--- config.mk ---
export PLATFORM = sky130hd
export DESIGN_NAME = c2_rr_arbiter
export DESIGN_NICKNAME = d
export VERILOG_FILES = /design/src/rtl/c2_arb_pkg.sv /design/src/rtl/c2_rr_arbiter_c2.sv /design/src/rtl/c2_rr_arbiter_rr_pick.sv /design/src/rtl/c2_rr_arbiter.sv
export SDC_FILE = /design/constraint.sdc
export NUM_CORES = 1
export LEC_CHECK = 0
export CORE_MARGIN = 2
export CORE_UTILIZATION = 41
export DETAILED_ROUTE_END_ITERATION = 10
export PLACE_DENSITY_LB_ADDON = 0.12
export SLEW_MARGIN = 5
export SYNTH_ARGS = -nofsm -noshare
export SYNTH_HDL_FRONTEND = slang
export SYNTH_SLANG_ARGS = --single-unit
--- constraint.sdc ---
create_clock -name clk -period 3.2 [get_ports clk]
set_clock_uncertainty 0.15 [all_clocks]
set_input_delay 0.48 -clock clk [delete_from_list [all_inputs] [get_ports clk]]
set_output_delay 0.48 -clock clk [all_outputs]
set_load 0.02 [all_outputs]
--- src/rtl/c2_arb_pkg.sv ---
// Shared constants and helpers for the C2 round-robin arbiter.
// ARB_FIXED_PRIO_EN selects fixed lowest-index priority instead of round-robin.
package c2_arb_pkg;

  localparam int NUM_REQ = 4;

  localparam logic ST_IDLE = 1'b0;
  localparam logic ST_BUSY = 1'b1;

  // Returns {A1,B1,A0,B0} so that the C2 cell selects input g.
  function automatic logic [3:0] idx_to_sel(
    input logic [1:0] g
  );
    return {g[1], 1'b0, g[0], g[0]};
  endfunction

endpackage

--- src/rtl/c2_rr_arbiter_c2.sv ---
// C2 4:1 select cell: S1 = A1|B1, S0 = A0&B0.
// Output is d<S1,S0>.
module c2_rr_arbiter_c2 #(
  parameter int SIZE = 5
) (
  input  logic [SIZE-1:0] d0,
  input  logic [SIZE-1:0] d1,
  input  logic [SIZE-1:0] d2,
  input  logic [SIZE-1:0] d3,
  input  logic            a1,
  input  logic            b1,
  input  logic            a0,
  input  logic            b0,
  output logic [SIZE-1:0] y
);

  logic s1;
  logic s0;

  assign s1 = a1 | b1;
  assign s0 = a0 & b0;

  always_comb begin
    unique case ({s1, s0})
      2'b00:   y = d0;
      2'b01:   y = d1;
      2'b10:   y = d2;
      default: y = d3;
    endcase
  end

endmodule

--- src/rtl/c2_rr_arbiter_rr_pick.sv ---
// Rotate-priority encoder: first set req bit
// scanning ptr, ptr+1, ... modulo 4.
module c2_rr_arbiter_rr_pick
  import c2_arb_pkg::*;
(
  input  logic [NUM_REQ-1:0] req,
  input  logic [1:0]         ptr,
  output logic [1:0]         g,
  output logic               any
);

  assign any = |req;

  // Walk from the farthest slot back to ptr
  // so the nearest set bit wins.
  always_comb begin
    logic [1:0] idx;
    g   = '0;
    idx = '0;
    for (int k = NUM_REQ - 1; k >= 0; k--) begin
      idx = ptr + 2'(k);
      if (req[idx]) g = idx;
    end
  end

endmodule

--- src/rtl/c2_rr_arbiter.sv ---
// Round-robin arbiter sharing one C2 4:1 cell, with a registered output stage.
// Define ARB_FIXED_PRIO_EN for fixed lowest-index priority.
module c2_rr_arbiter
  import c2_arb_pkg::*;
#(
  parameter int SIZE = 5
) (
  input  logic            clk,
  input  logic            rst_n,
  input  logic [3:0]      req,
  input  logic [SIZE-1:0] d0,
  input  logic [SIZE-1:0] d1,
  input  logic [SIZE-1:0] d2,
  input  logic [SIZE-1:0] d3,
  output logic [3:0]      ack,
  output logic [SIZE-1:0] out_data,
  output logic            out_valid,
  input  logic            out_ready,
  output logic [1:0]      grant
);

  logic            state_q, state_d;
  logic [1:0]      ptr_q, ptr_d;
  logic [1:0]      grant_q, grant_d;
  logic [SIZE-1:0] data_q, data_d;

  logic [1:0]      g;
  logic            any;
  logic [3:0]      sel;
  logic [SIZE-1:0] c2_y;
  logic            accept;
  logic            fire;

  c2_rr_arbiter_rr_pick u_pick (
    .req (req),
    .ptr (ptr_q),
    .g   (g),
    .any (any)
  );

  assign sel = idx_to_sel(g);

  c2_rr_arbiter_c2 #(
    .SIZE (SIZE)
  ) u_c2 (
    .d0 (d0),
    .d1 (d1),
    .d2 (d2),
    .d3 (d3),
    .a1 (sel[3]),
    .b1 (sel[2]),
    .a0 (sel[1]),
    .b0 (sel[0]),
    .y  (c2_y)
  );

  assign accept = (state_q == ST_IDLE) | out_ready;
  assign fire   = accept & any;

  // Gated by rst_n so no requester sees a capture while held in reset.
  assign ack = (fire & rst_n) ? (4'b0001 << g) : 4'b0000;

  always_comb begin
    state_d = state_q;
    ptr_d   = ptr_q;
    grant_d = grant_q;
    data_d  = data_q;
    if (fire) begin
      state_d = ST_BUSY;
      grant_d = g;
      data_d  = c2_y;
`ifdef ARB_FIXED_PRIO_EN
      ptr_d   = 2'd0;
`else
      ptr_d   = g + 2'd1;
`endif
    end else if ((state_q == ST_BUSY) && out_ready) begin
      state_d = ST_IDLE;
    end
  end

  always_ff @(posedge clk or negedge rst_n) begin
    if (!rst_n) begin
      state_q <= ST_IDLE;
      ptr_q   <= '0;
      grant_q <= '0;
      data_q  <= '0;
    end else begin
      state_q <= state_d;
      ptr_q   <= ptr_d;
      grant_q <= grant_d;
      data_q  <= data_d;
    end
  end

  assign out_valid = (state_q == ST_BUSY);
  assign out_data  = data_q;
  assign grant     = grant_q;

endmodule

==> run_results.csv <==
group,metric,value,unit
run_status,outcome,"finished clean",
placed_design,place_congestion,0.850,
power_and_ir_drop,power_density,632,nW/µm²
placed_design,port_buffers,38,
cells_and_area,layout_common_cells,"34 x clkdlybuf4s50_1, 14 x buf_4, 10 x dfrtp_1",
hold_path,hold_path_class,"input port to async pin",
cells_and_area,drive_gt1_frac,0.275,
floorplanning,die_area,2170,µm²
critical_path,r2r-start,"ptr_q[1]$_DFFE_PN0P_",
synth,async_reset_ff_frac,1.00,
clocking,postCtsSetupRepairBufs,0,
sta,holdWs,0.360,ns
power_and_ir_drop,vdd_drop_max,364,µV
grt,grt_max_degree,11,
drt,drt-pass1-iter-count,4,
synth,ys_ff_latch,10,
grt,grt_pass1_wl,3200,µm
synth,syn_area_per_cell,11.2,µm²
sta,finalSetupViolCount,0,
clocking,clk-insertion-delay-late,0.27,ns
drt,postRouteAntennaNets,0,
floorplanning,start_util,0.434,
synth,synth-main-ff-cell,"dfrtp_1",
floorplanning,ios,39,
clocking,cts_buffers,3,
critical_path,crit_arrival,2.39,ns
sta,relSlewSlack,0.722,
sta,min_period_over_period,0.944,
grt,antenna_found_initial,0,
grt,grtUsageMet2,0.408,
floorplanning,fp.dieW,46.5,µm
grt,met3_usage,0.0745,
clocking,cts_max_path_buffers,2,
drt,num_vias,766,
sta,fin_setup_tns,0,ns
cells_and_area,area_growth,74.2,%
clocking,hold_buffers,0,
grt,globalRouteMet1Util,0.215,
synth,synthesis.nets,98,
cells_and_area,num_antenna_cells,0,
grt,grt.total_usage,0.218,
synth,netlist_area,742,µm²
sta,tightest_slew,0.416,ns
critical_path,ff2ff_path_depth,8,
drt,detail_route.wl_per_cell,15.5,µm
sta,rsz0062_at_grt,"false",
clocking,root_buffer,"clkbuf_4",
critical_path,crit_path_start_kind,"input port",
sta,drv_slew,0,
cells_and_area,layout.nets,153,
floorplanning,coreArea,1710,µm²
critical_path,r2r_slack,0.63,ns
critical_path,worstPathRequired,2.57,ns
critical_path,reg2reg_to,"out_data[4]$_DFFE_PN0P_",
floorplanning,rows,15,
sta,post-route-min-period,3.02,ns
synth,synth-edff-count,0,
synth,ys_warn_count,0,
clocking,cts.sinks,10,
synth,seq_area_frac_synth,0.337,
drt,drc,0,
clocking,cts-htree-levels,1,
synth,postSynthCellCount,66,
cells_and_area,final_area,1290,µm²
drt,via_per_inst,5.28,
grt,grt-busiest-layer,"met2",
cells_and_area,final_common_cell,"clkdlybuf4s50_1",
critical_path,critPathKind,"input port to output port",
power_and_ir_drop,finalPower,0.816,mW
drt,routed_wl,2240,µm
clocking,path_clk_slew,0.06,ns
critical_path,critical_path.max_fanout,4,
power_and_ir_drop,leakage,0.613,nW
sta,hold_viol,0,
sta,max_freq,0.331,GHz
critical_path,worstSetupEndpointType,"output port",
clocking,tritoncts,"built",
grt,overflow,0,
placed_design,placed_area,1240,µm²
grt,grt_pass1_vias,761,
flow_run,drv_cap,0,
drt,drtIter0Drc,33,
floorplanning,die_h,46.5,µm
placed_design,dpl.hpwl,1710,µm
cells_and_area,final_core_util,0.757,
synth,synth.distinct_cells,28,
## repair_timing
action,in CTS,in global routing
endpoints found under the hold margin,0,0
gates resized for setup,3,4
pin swaps,0,0
setup endpoints to repair,3,2
## cells by family (layout without fill, tap and decap cells)
| group | count (synthesis) | count (layout) | synth area share |
|---|---|---|---|
| and+or+nand+nor | 17 | 17 | 0.174 |
| adders and majority gates | 5 | 5 | 0.0843 |
| AOI/OAI and AO/OA | 16 | 16 | 0.175 |
| muxes | 11 | 11 | 0.184 |
| DFF | 10 | 10 | 0.337 |
| buffers and inverters | 7 | 61 | 0.0455 |
## how the worst max path moves through the flow
stage            from                       to  slack [ns]  cells past startpoint
2_1_floorplan  req[3]  out_data[1]$_DFFE_PN0P_        0.99                      7
3_3_place_gp   req[3]                   ack[0]        0.02                      7
3_5_place_dp   req[3]                   ack[0]       -0.02                      7
4_1_cts        req[0]                   ack[2]       0.006                      6
5_1_grt        req[1]                   ack[0]        0.11                      7
6_report       req[1]                   ack[0]        0.18                      7
## Yosys cell counts, types with 2 or more instances
| cell | number | area [µm²] |
|---|---|---|
| nand2_1 | 3 | 11.3 |
| inv_1 | 5 | 18.8 |
| ha_1 | 5 | 62.6 |
| mux2_4 | 5 | 75.1 |
| mux2i_1 | 5 | 50.1 |
| a222oi_1 | 5 | 50.1 |
| dfrtp_1 | 10 | 250 |
| a311o_1 | 2 | 20.0 |
| and3_2 | 4 | 30.0 |
| o21ai_0 | 4 | 20.0 |
## area by class of cell
class,instances,area [µm²]
fillers,118,415
inverters,5,18.8
clock buffers,4,36.3
well taps,25,31.3
flip-flops and latches,10,250
multi-input cells,49,468
repair buffers,52,488
## state kept, by name (all words and copies together) (netlist names)
register / flops
out_data: 5
grant: 2
ptr_q: 2
out_valid: 1
## critical path, stage by stage
cell and delay, ns:
clkdlybuf4s50_1 0.51, nand2b_1 0.19, o21ai_0 0.16, or3_1 0.37, ha_1 0.21, and3_2 0.16
dlygate4sd2_1 0.32
## layer usage
metal	vias up	routed length, µm
li1	363	-
met1	360	842
met2	39	1210
met3	4	152
met4	0	31
met5	-	0
## power by group
group,internal [mW],total (mW),switching [mW]
clock,0.0691,0.113,0.0440
combinational,0.271,0.485,0.214
sequential,0.176,0.218,0.0423
total,0.516,0.816,0.300
## stage by stage
step / setup WS (ns) / instances
global placement: 0.0198 / 141
global route: 0.110 / 145
finish: 0.178 / 145
detailed placement: -0.0179 / 141
floorplan: 0.994 / 66
CTS: 0.00594 / 145
(Power assumes the default switching activity.)
